==> config.mk <==
export PLATFORM = sky130hd
export DESIGN_NAME = npc_fetch_seq
export DESIGN_NICKNAME = d
export VERILOG_FILES = /design/src/rtl/npc_pkg.sv /design/src/rtl/npc_fetch_seq.sv
export SDC_FILE = /design/constraint.sdc
export NUM_CORES = 1
export LEC_CHECK = 0
export ABC_AREA = 1
export BUFFER_PORTS_ARGS = -buffer_cell sky130_fd_sc_hd__buf_4
export CAP_MARGIN = 20
export CORE_ASPECT_RATIO = 0.75
export CORE_MARGIN = 2
export CORE_UTILIZATION = 47
export CTS_BUF_LIST = sky130_fd_sc_hd__clkbuf_2
export DETAILED_ROUTE_END_ITERATION = 6
export PLACE_DENSITY = 0.88
export SLEW_MARGIN = 20
export SYNTH_ARGS = -nofsm -noshare
export SYNTH_HDL_FRONTEND = slang
export SYNTH_SLANG_ARGS = --single-unit
==> constraint.sdc <==
create_clock -name clk -period 1.6 [get_ports clk]
set_input_delay 0.24 -clock clk [delete_from_list [all_inputs] [get_ports clk]]
set_output_delay 0.24 -clock clk [all_outputs]
set_load 0.05 [all_outputs]
==> src/rtl/npc_pkg.sv <==
// ============================================================================
// Module   : npc_pkg
// Purpose  : Shared types and constants for the NPC core fetch path.
// Revision : 1.0 - initial release
// ============================================================================
`default_nettype none

package npc_pkg;

  typedef enum logic [1:0] {
    FETCH = 2'd0,
    WAIT  = 2'd1,
    HOLD  = 2'd2,
    EXEC  = 2'd3
  } fetch_state_t;

  localparam logic [63:0] NPC_RESET_PC = 64'h8000_0000;

endpackage

`default_nettype wire

==> src/rtl/npc_fetch_seq.sv <==
// ============================================================================
// Module   : npc_fetch_seq
// Purpose  : PC owner and single-in-flight fetch sequencer with retire count.
//            Optional misaligned-fetch trap: NPC_FETCH_MISALIGN_TRAP_EN.
// Revision : 1.0 - initial release
// ============================================================================
`default_nettype none

module npc_fetch_seq
  import npc_pkg::*;
#(
  parameter logic [63:0] RESET_PC = NPC_RESET_PC
) (
  input  logic        clk,
  input  logic        rst_n,
  output logic        imem_req,
  output logic [63:0] imem_addr,
  input  logic        imem_gnt,
  input  logic        imem_rvalid,
  input  logic [31:0] imem_rdata,
  output logic        inst_valid,
  input  logic        inst_ready,
  output logic [31:0] inst,
  output logic [63:0] inst_pc,
  input  logic        redirect_valid,
  input  logic [63:0] redirect_pc,
  output logic        misalign,
  output logic [63:0] instret
);

  fetch_state_t r_state;
  logic [63:0]  r_pc;
  logic [31:0]  r_inst;
  logic [63:0]  r_inst_pc;
  logic         r_misalign;
  logic [63:0]  r_instret;
  logic         w_misaligned;

`ifdef NPC_FETCH_MISALIGN_TRAP_EN
  assign w_misaligned = |r_pc[1:0];
`else
  assign w_misaligned = 1'b0;
`endif

  // A misaligned PC never reaches memory; it is turned into a marker instead.
  assign imem_req   = (r_state == FETCH) & rst_n & ~w_misaligned;
  assign imem_addr  = r_pc;
  assign inst_valid = (r_state == HOLD) & rst_n;
  assign inst       = r_inst;
  assign inst_pc    = r_inst_pc;
  assign misalign   = r_misalign;
  assign instret    = r_instret;

  always_ff @(posedge clk) begin
    if (!rst_n) begin
      r_state    <= FETCH;
      r_pc       <= RESET_PC;
      r_inst     <= 32'd0;
      r_inst_pc  <= 64'd0;
      r_misalign <= 1'b0;
      r_instret  <= 64'd0;
    end else begin
      case (r_state)
        FETCH: begin
          if (w_misaligned) begin
            r_inst     <= 32'd0;
            r_inst_pc  <= r_pc;
            r_misalign <= 1'b1;
            r_state    <= HOLD;
          end else if (imem_gnt && imem_rvalid) begin
            r_inst     <= imem_rdata;
            r_inst_pc  <= r_pc;
            r_misalign <= 1'b0;
            r_state    <= HOLD;
          end else if (imem_gnt) begin
            r_state <= WAIT;
          end
        end
        WAIT: begin
          if (imem_rvalid) begin
            r_inst     <= imem_rdata;
            r_inst_pc  <= r_pc;
            r_misalign <= 1'b0;
            r_state    <= HOLD;
          end
        end
        HOLD: begin
          if (inst_ready) begin
            r_state <= EXEC;
          end
        end
        EXEC: begin
          if (redirect_valid) begin
            r_pc      <= redirect_pc;
            r_instret <= r_instret + 64'd1;
            r_state   <= FETCH;
          end
        end
        default: r_state <= FETCH;
      endcase
    end
  end

endmodule

`default_nettype wire
==> summary.txt, run 1 <==
Placed design
  • Total instance count after detailed placement: 1943
  • Quantity of I/O buffers inserted on ports: 327
  • Last weighted congestion value of the routability-driven placer: 1.00
  • Standard cell area after detailed placement: 13000 um^2
  • HPWL after detailed placement: 24200 um

Run status
  • First reported error: [ERROR DPL-0038] Utilization greater than 100%, impossible to legalize
  • Result of the run: did not finish
  • Last stage reached: global routing

Die
  • Die Height: 128 um
  • Top-Level Pins: 329
  • Number of core rows: 45
  • Effective utilization at floorplan: 47.9%
  • Chip Width: 170 um

Logic synthesis
  • Mapped Cells: 1337
  • Share of flip-flops with an asynchronous set or reset after synthesis: 0%
  • Yosys reg bits: 226
  • EDFF count, synth: 0
  • Post-Syn Nets: 1445
  • Number of warnings reported in the yosys synthesis log: 0
  • Syn avg cell area: 7.24 um^2
  • Synth cell types: 38
  • Area of the mapped netlist: 9680 um^2
  • Most used DFF post-synth: dfxtp_1
  • Portion of the post-synthesis area used by sequential elements: 46.7%

Clock network
  • Total number of H-tree levels: 2
  • Number of buffers inserted during clock tree synthesis: 55
  • Clk root buf: clkbuf_2
  • Clk sink count: 226
  • Maximum buffer depth of the clock tree: 3

Timing
  • Worst endpoint type: primary output
  • GR repair worst EP: inst_valid

GRT
  • Largest net degree at the start of global routing: 74
cells by family after synthesis:
| kind of cell | share of synthesized area (%) |
|---|---|
| compound gates | 16.4 |
| fa+ha+maj | 0.775 |
| flops | 46.7 |
| simple gates | 25.6 |
| other cells | 0.0387 |
| buf+inv | 9.48 |
| xor+xnor | 0.904 |
cell usage after synthesis, types with 2 or more instances:
cell type,instances,share of area [%]
nor2_2,18,1.2
nand3_2,3,0.31
o21bai_1,2,0.15
nor3_2,3,0.31
nor3_1,12,0.62
o21a_1,2,0.15
nand4_1,19,1.2
o21ai_1,9,0.47
dfxtp_1,226,47
nand2_1,156,6.0
a21oi_1,123,6.4
nand2_4,5,0.58
nand2_2,11,0.71
xnor2_1,4,0.36
nor2_8,3,0.62
nor2_1,253,9.8
o21ai_0,170,8.8
nor2_4,13,1.5
ha_1,6,0.78
nor3b_1,5,0.39
xor2_1,6,0.54
nand3_1,39,2.0
buf_2,11,0.57
clkbuf_1,45,1.7
inv_2,10,0.39
inv_1,165,6.4
a211oi_1,3,0.23
a31oi_1,2,0.13
buf_1,4,0.15
timing repair:
| action | 4_1_cts |
|---|---|
| pin swaps | 10 |
| buffers inserted | 120 |
| gates cloned | 16 |
| hold endpoints to repair | 167 |
| setup endpoints to repair | 404 |
| resized for setup | 599 |
| hold buffers | 101 |
per-stage QoR:
| step | setup WS [ps] | hold slack [ps] |
|---|---|---|
| 3_3_place_gp | -92.6 | 431 |
| 4_1_cts | -408 | 136 |
| 2_1_floorplan | -17.4 | 353 |
| 3_5_place_dp | -245 | 435 |
==> run 2, diff against run 1 <==
--- a/config.mk
+++ b/config.mk
@@ -8,12 +8,10 @@
 export ABC_AREA = 1
 export BUFFER_PORTS_ARGS = -buffer_cell sky130_fd_sc_hd__buf_4
 export CAP_MARGIN = 20
-export CORE_ASPECT_RATIO = 0.75
 export CORE_MARGIN = 2
-export CORE_UTILIZATION = 47
-export CTS_BUF_LIST = sky130_fd_sc_hd__clkbuf_2
+export CORE_UTILIZATION = 40
 export DETAILED_ROUTE_END_ITERATION = 6
-export PLACE_DENSITY = 0.88
+export PLACE_DENSITY_LB_ADDON = 0.15
 export SLEW_MARGIN = 20
 export SYNTH_ARGS = -nofsm -noshare
 export SYNTH_HDL_FRONTEND = slang
==> constraint.sdc (replaced) <==
create_clock -name clk -period 2.1 [get_ports clk]
set_input_delay 0.315 -clock clk [delete_from_list [all_inputs] [get_ports clk]]
set_output_delay 0.315 -clock clk [all_outputs]
set_load 0.05 [all_outputs]
==> summary.txt, run 2 <==
Detailed routing
  • Vias: 9596
  • Via count normalized by instance count: 4.82
  • Post-route antenna net violation count: 0
  • Number of detailed-route iterations in the first pass: 5
  • DRC marker count from the first detailed-route iteration: 723
  • Sum of routed wire length over all layers: 30700 um
  • # DRC: 0
  • Routed wire length per instance: 15.4 um

Timing
  • Ratio of final minimum period to clock period: 89.4%
  • RSZ-0062 raised after global routing: false
  • Worst-Margin Slew: 648 ps
  • Maximum clock skew at final layout: 7.51 ps
  • Clock period minus final worst setup slack: 1880 ps
  • Total count of hold-check failures in the final report: 0
  • Final Slew Violations: 0
  • Setup TNS Final: 0 ps
  • Maximum clock frequency: 533 MHz
  • Max transition margin: 56.8%
  • Final setup violating endpoints: 0

Clock network
  • CTS Hold Bufs: 2 (was 101)
  • Count of cells resized by post-cts repair: 0 (was 599)
  • Total number of H-tree levels: 1 (was 2)
  • Maximum buffer depth of the clock tree: 3 (unchanged)
  • CTS tree: done
  • Number of buffers inserted to repair setup after CTS: 0 (was 120)
  • Worst skew pair latency: 530 ps
  • Clk sink count: 226 (unchanged)
  • Number of buffers inserted during clock tree synthesis: 26 (was 55)
  • Clk root buf: clkbuf_16 (was clkbuf_2)
  • Clock-pin slew on the worst setup and hold paths: 60 ps

Worst setup path
  • Worst path arrival time: 2340 ps
  • Top fanout value on the critical path: 39
  • CP max stage cell: dfxtp_1
  • Worst Path Required: 2560 ps
  • Register-to-register setup slack: 220 ps
  • CP endpoint kind: register
  • Max stage delay on crit path: 380 ps
  • Ordered list of cells on the worst path: inv_1 -> ha_1 -> o211ai_1 -> buf_12 -> buf_4 -> o21ai_0 -> a21oi_1
  • WS Path Type: reg -> reg
  • Critical path launch point type: register

Logic synthesis
  • Cells taking the most area after synthesis: dfxtp_1 (47%), nor2_1 (9.8%), o21ai_0 (8.8%) (unchanged)
  • Area of the mapped netlist: 9680 um^2 (unchanged)
  • Mapped Cells: 1337 (unchanged)
  • Synth cell types: 38 (unchanged)
  • Post-Syn Nets: 1445 (unchanged)
  • Post-synthesis adder-cell area fraction: 0.775% (unchanged)
  • Most used DFF post-synth: dfxtp_1 (unchanged)
  • Library cell occupying the most area in the post-synthesis netlist: dfxtp_1 (unchanged)
  • EDFF count, synth: 0 (unchanged)
  • Most used standard cell by instance count after synthesis: nor2_1 (unchanged)
  • Portion of the post-synthesis area used by sequential elements: 46.7% (unchanged)
  • Fraction of post-synthesis cell area in the top cell type by area: 46.7% (unchanged)
  • Mux contribution to synthesized area: 0% (unchanged)
  • Syn avg cell area: 7.24 um^2 (unchanged)
  • Top cells by instance count after synthesis: nor2_1 (253), dfxtp_1 (226), o21ai_0 (170), inv_1 (165), nand2_1 (156) (unchanged)
  • Yosys reg bits: 226 (unchanged)
  • Share of flip-flops with an asynchronous set or reset after synthesis: 0% (unchanged)
  • Largest family of logic cells by synthesized area: simple AND/OR/NAND/NOR gates (unchanged)
  • Post-synthesis simple-gate area fraction: 25.6% (unchanged)
  • Share of the synthesized area in compound gates (AO/OA/AOI/OAI): 16.4% (unchanged)
  • Number of warnings reported in the yosys synthesis log: 0 (unchanged)
  • Xor and xnor area share after synthesis: 0.904% (unchanged)

Finish
  • Fillcell total: 2269
  • Commonest cells after routing, fill and taps aside: buf_4 (340), nor2_1 (253), dfxtp_1 (226)
  • Final design utilization: 56.6%
  • Area of combinational cells with multiple inputs: 4240 um^2
  • Share of final-layout standard cells stronger than drive strength 1: 27.4%
  • Final nets: 1758
  • Synthesis-to-layout area growth: 38.1%
  • Final instance area: 13400 um^2
  • Footprint of the flip-flops and latches: 4520 um^2
  • Most common cell after layout, fill and taps aside: buf_4

Power and ir drop
  • Total design power: 15100 uW
  • Pwr/cell area: 1130 nW/um^2
  • Worst vdd rail ir drop: 0.626 mV
  • Leakage Power: 0.00572 uW

GRT
  • Via count of the first global-routing pass: 8898
  • Global-route wire length before repair: 48000 um
  • Number of antenna violations at the first check in global routing: 2
  • Aggregate global routing overflow: 0
  • Largest net degree at the start of global routing: 71
  • Overall routing resource usage: 23.2%

Die
  • Chip Width: 160 um (was 170 um)
  • Area of the core: 23600 um^2
  • Die footprint: 25500 um^2
  • Effective utilization at floorplan: 41.0% (was 47.9%)
  • Number of core rows: 56 (was 45)
  • Top-Level Pins: 329 (unchanged)
  • Die Height: 160 um (was 128 um)

Placed design
  • Quantity of I/O buffers inserted on ports: 327 (unchanged)
  • Last weighted congestion value of the routability-driven placer: 0.891 (was 1.00)
  • Standard cell area after detailed placement: 12500 um^2 (was 13000 um^2)
  • HPWL after detailed placement: 22900 um (was 24200 um)

Run
  • Max-capacitance violation count: 0

Run status
  • Result of the run: finished clean (was did not finish)

Min path
  • Worst min-delay path category: in -> reg
==> run 2: cell counts after synthesis <==
No cell type changed its count.
==> run 2: final cells by class <==
class                      instances  share of cell area, %
sequential                       226                   33.8
multi-input combinational        873                   31.7
timing repair buffer             347                   20.0
clock buffer                      36                   5.60
inverter                         176                   4.94
tap                              319                   2.98
clock inverter                    11                  0.889
antenna                            2                 0.0374
==> run 2: per-layer routing <==
layer / track usage [%] / up-vias / share of wire (%)
li1: - / 4886 / -
met1: 29.3 / 4290 / 42
met2: 40.0 / 353 / 48
met3: 3.72 / 67 / 6.7
met4: 8.22 / 0 / 3.6
met5: 0 / - / 0
==> run 2: report_power, final <==
group / internal, uW / switching (uW)
logic: 1520 / 3710
clock network: 2730 / 1800
registers: 4980 / 393
total: 9230 / 5910
==> run 2: through the flow <==
stage	instances	worst slack (ps)	hold slack, ps
global placement	1939	318	432
global route	1990	45.4	18.2
detailed placement	1939	219	435
floorplan	1337	240	428
CTS	1988	216	2.15
finish	1990	223	28.9
==> run 2: worst paths after layout <==
path,start,to,cells after the start
worst max-delay path,r_state[0]$_SDFFE_PN0P_,inst[9]$_SDFFE_PN0P_,7
worst min-delay path,redirect_pc[16],imem_addr[16]$_SDFFE_PN0P_,3
worst max register to register,r_state[0]$_SDFFE_PN0P_,inst[9]$_SDFFE_PN0P_,7
worst min register to register,inst_pc[46]$_SDFFE_PN0P_,inst_pc[46]$_SDFFE_PN0P_,2
==> run 2: critical path, delay by kind of cell, from the launching register on <==
kind / cells / cell delay (ps)
DFF: 1 / 380
buffers and inverters: 3 / 630
AOI/OAI and AO/OA: 3 / 560
adders and majority gates: 1 / 230
==> run 2: logic make-up (layout without fill, tap and decap cells) <==
group | after synthesis | count (layout)
and+or+nand+nor | 543 | 543
AOI/OAI and AO/OA | 313 | 313
adders and majority gates | 6 | 6
other | 1 | 3
xor gates and xnor gates | 10 | 10
buffers and inverters | 238 | 570
DFF | 226 | 226
Power figures use the tool's default switching activity.
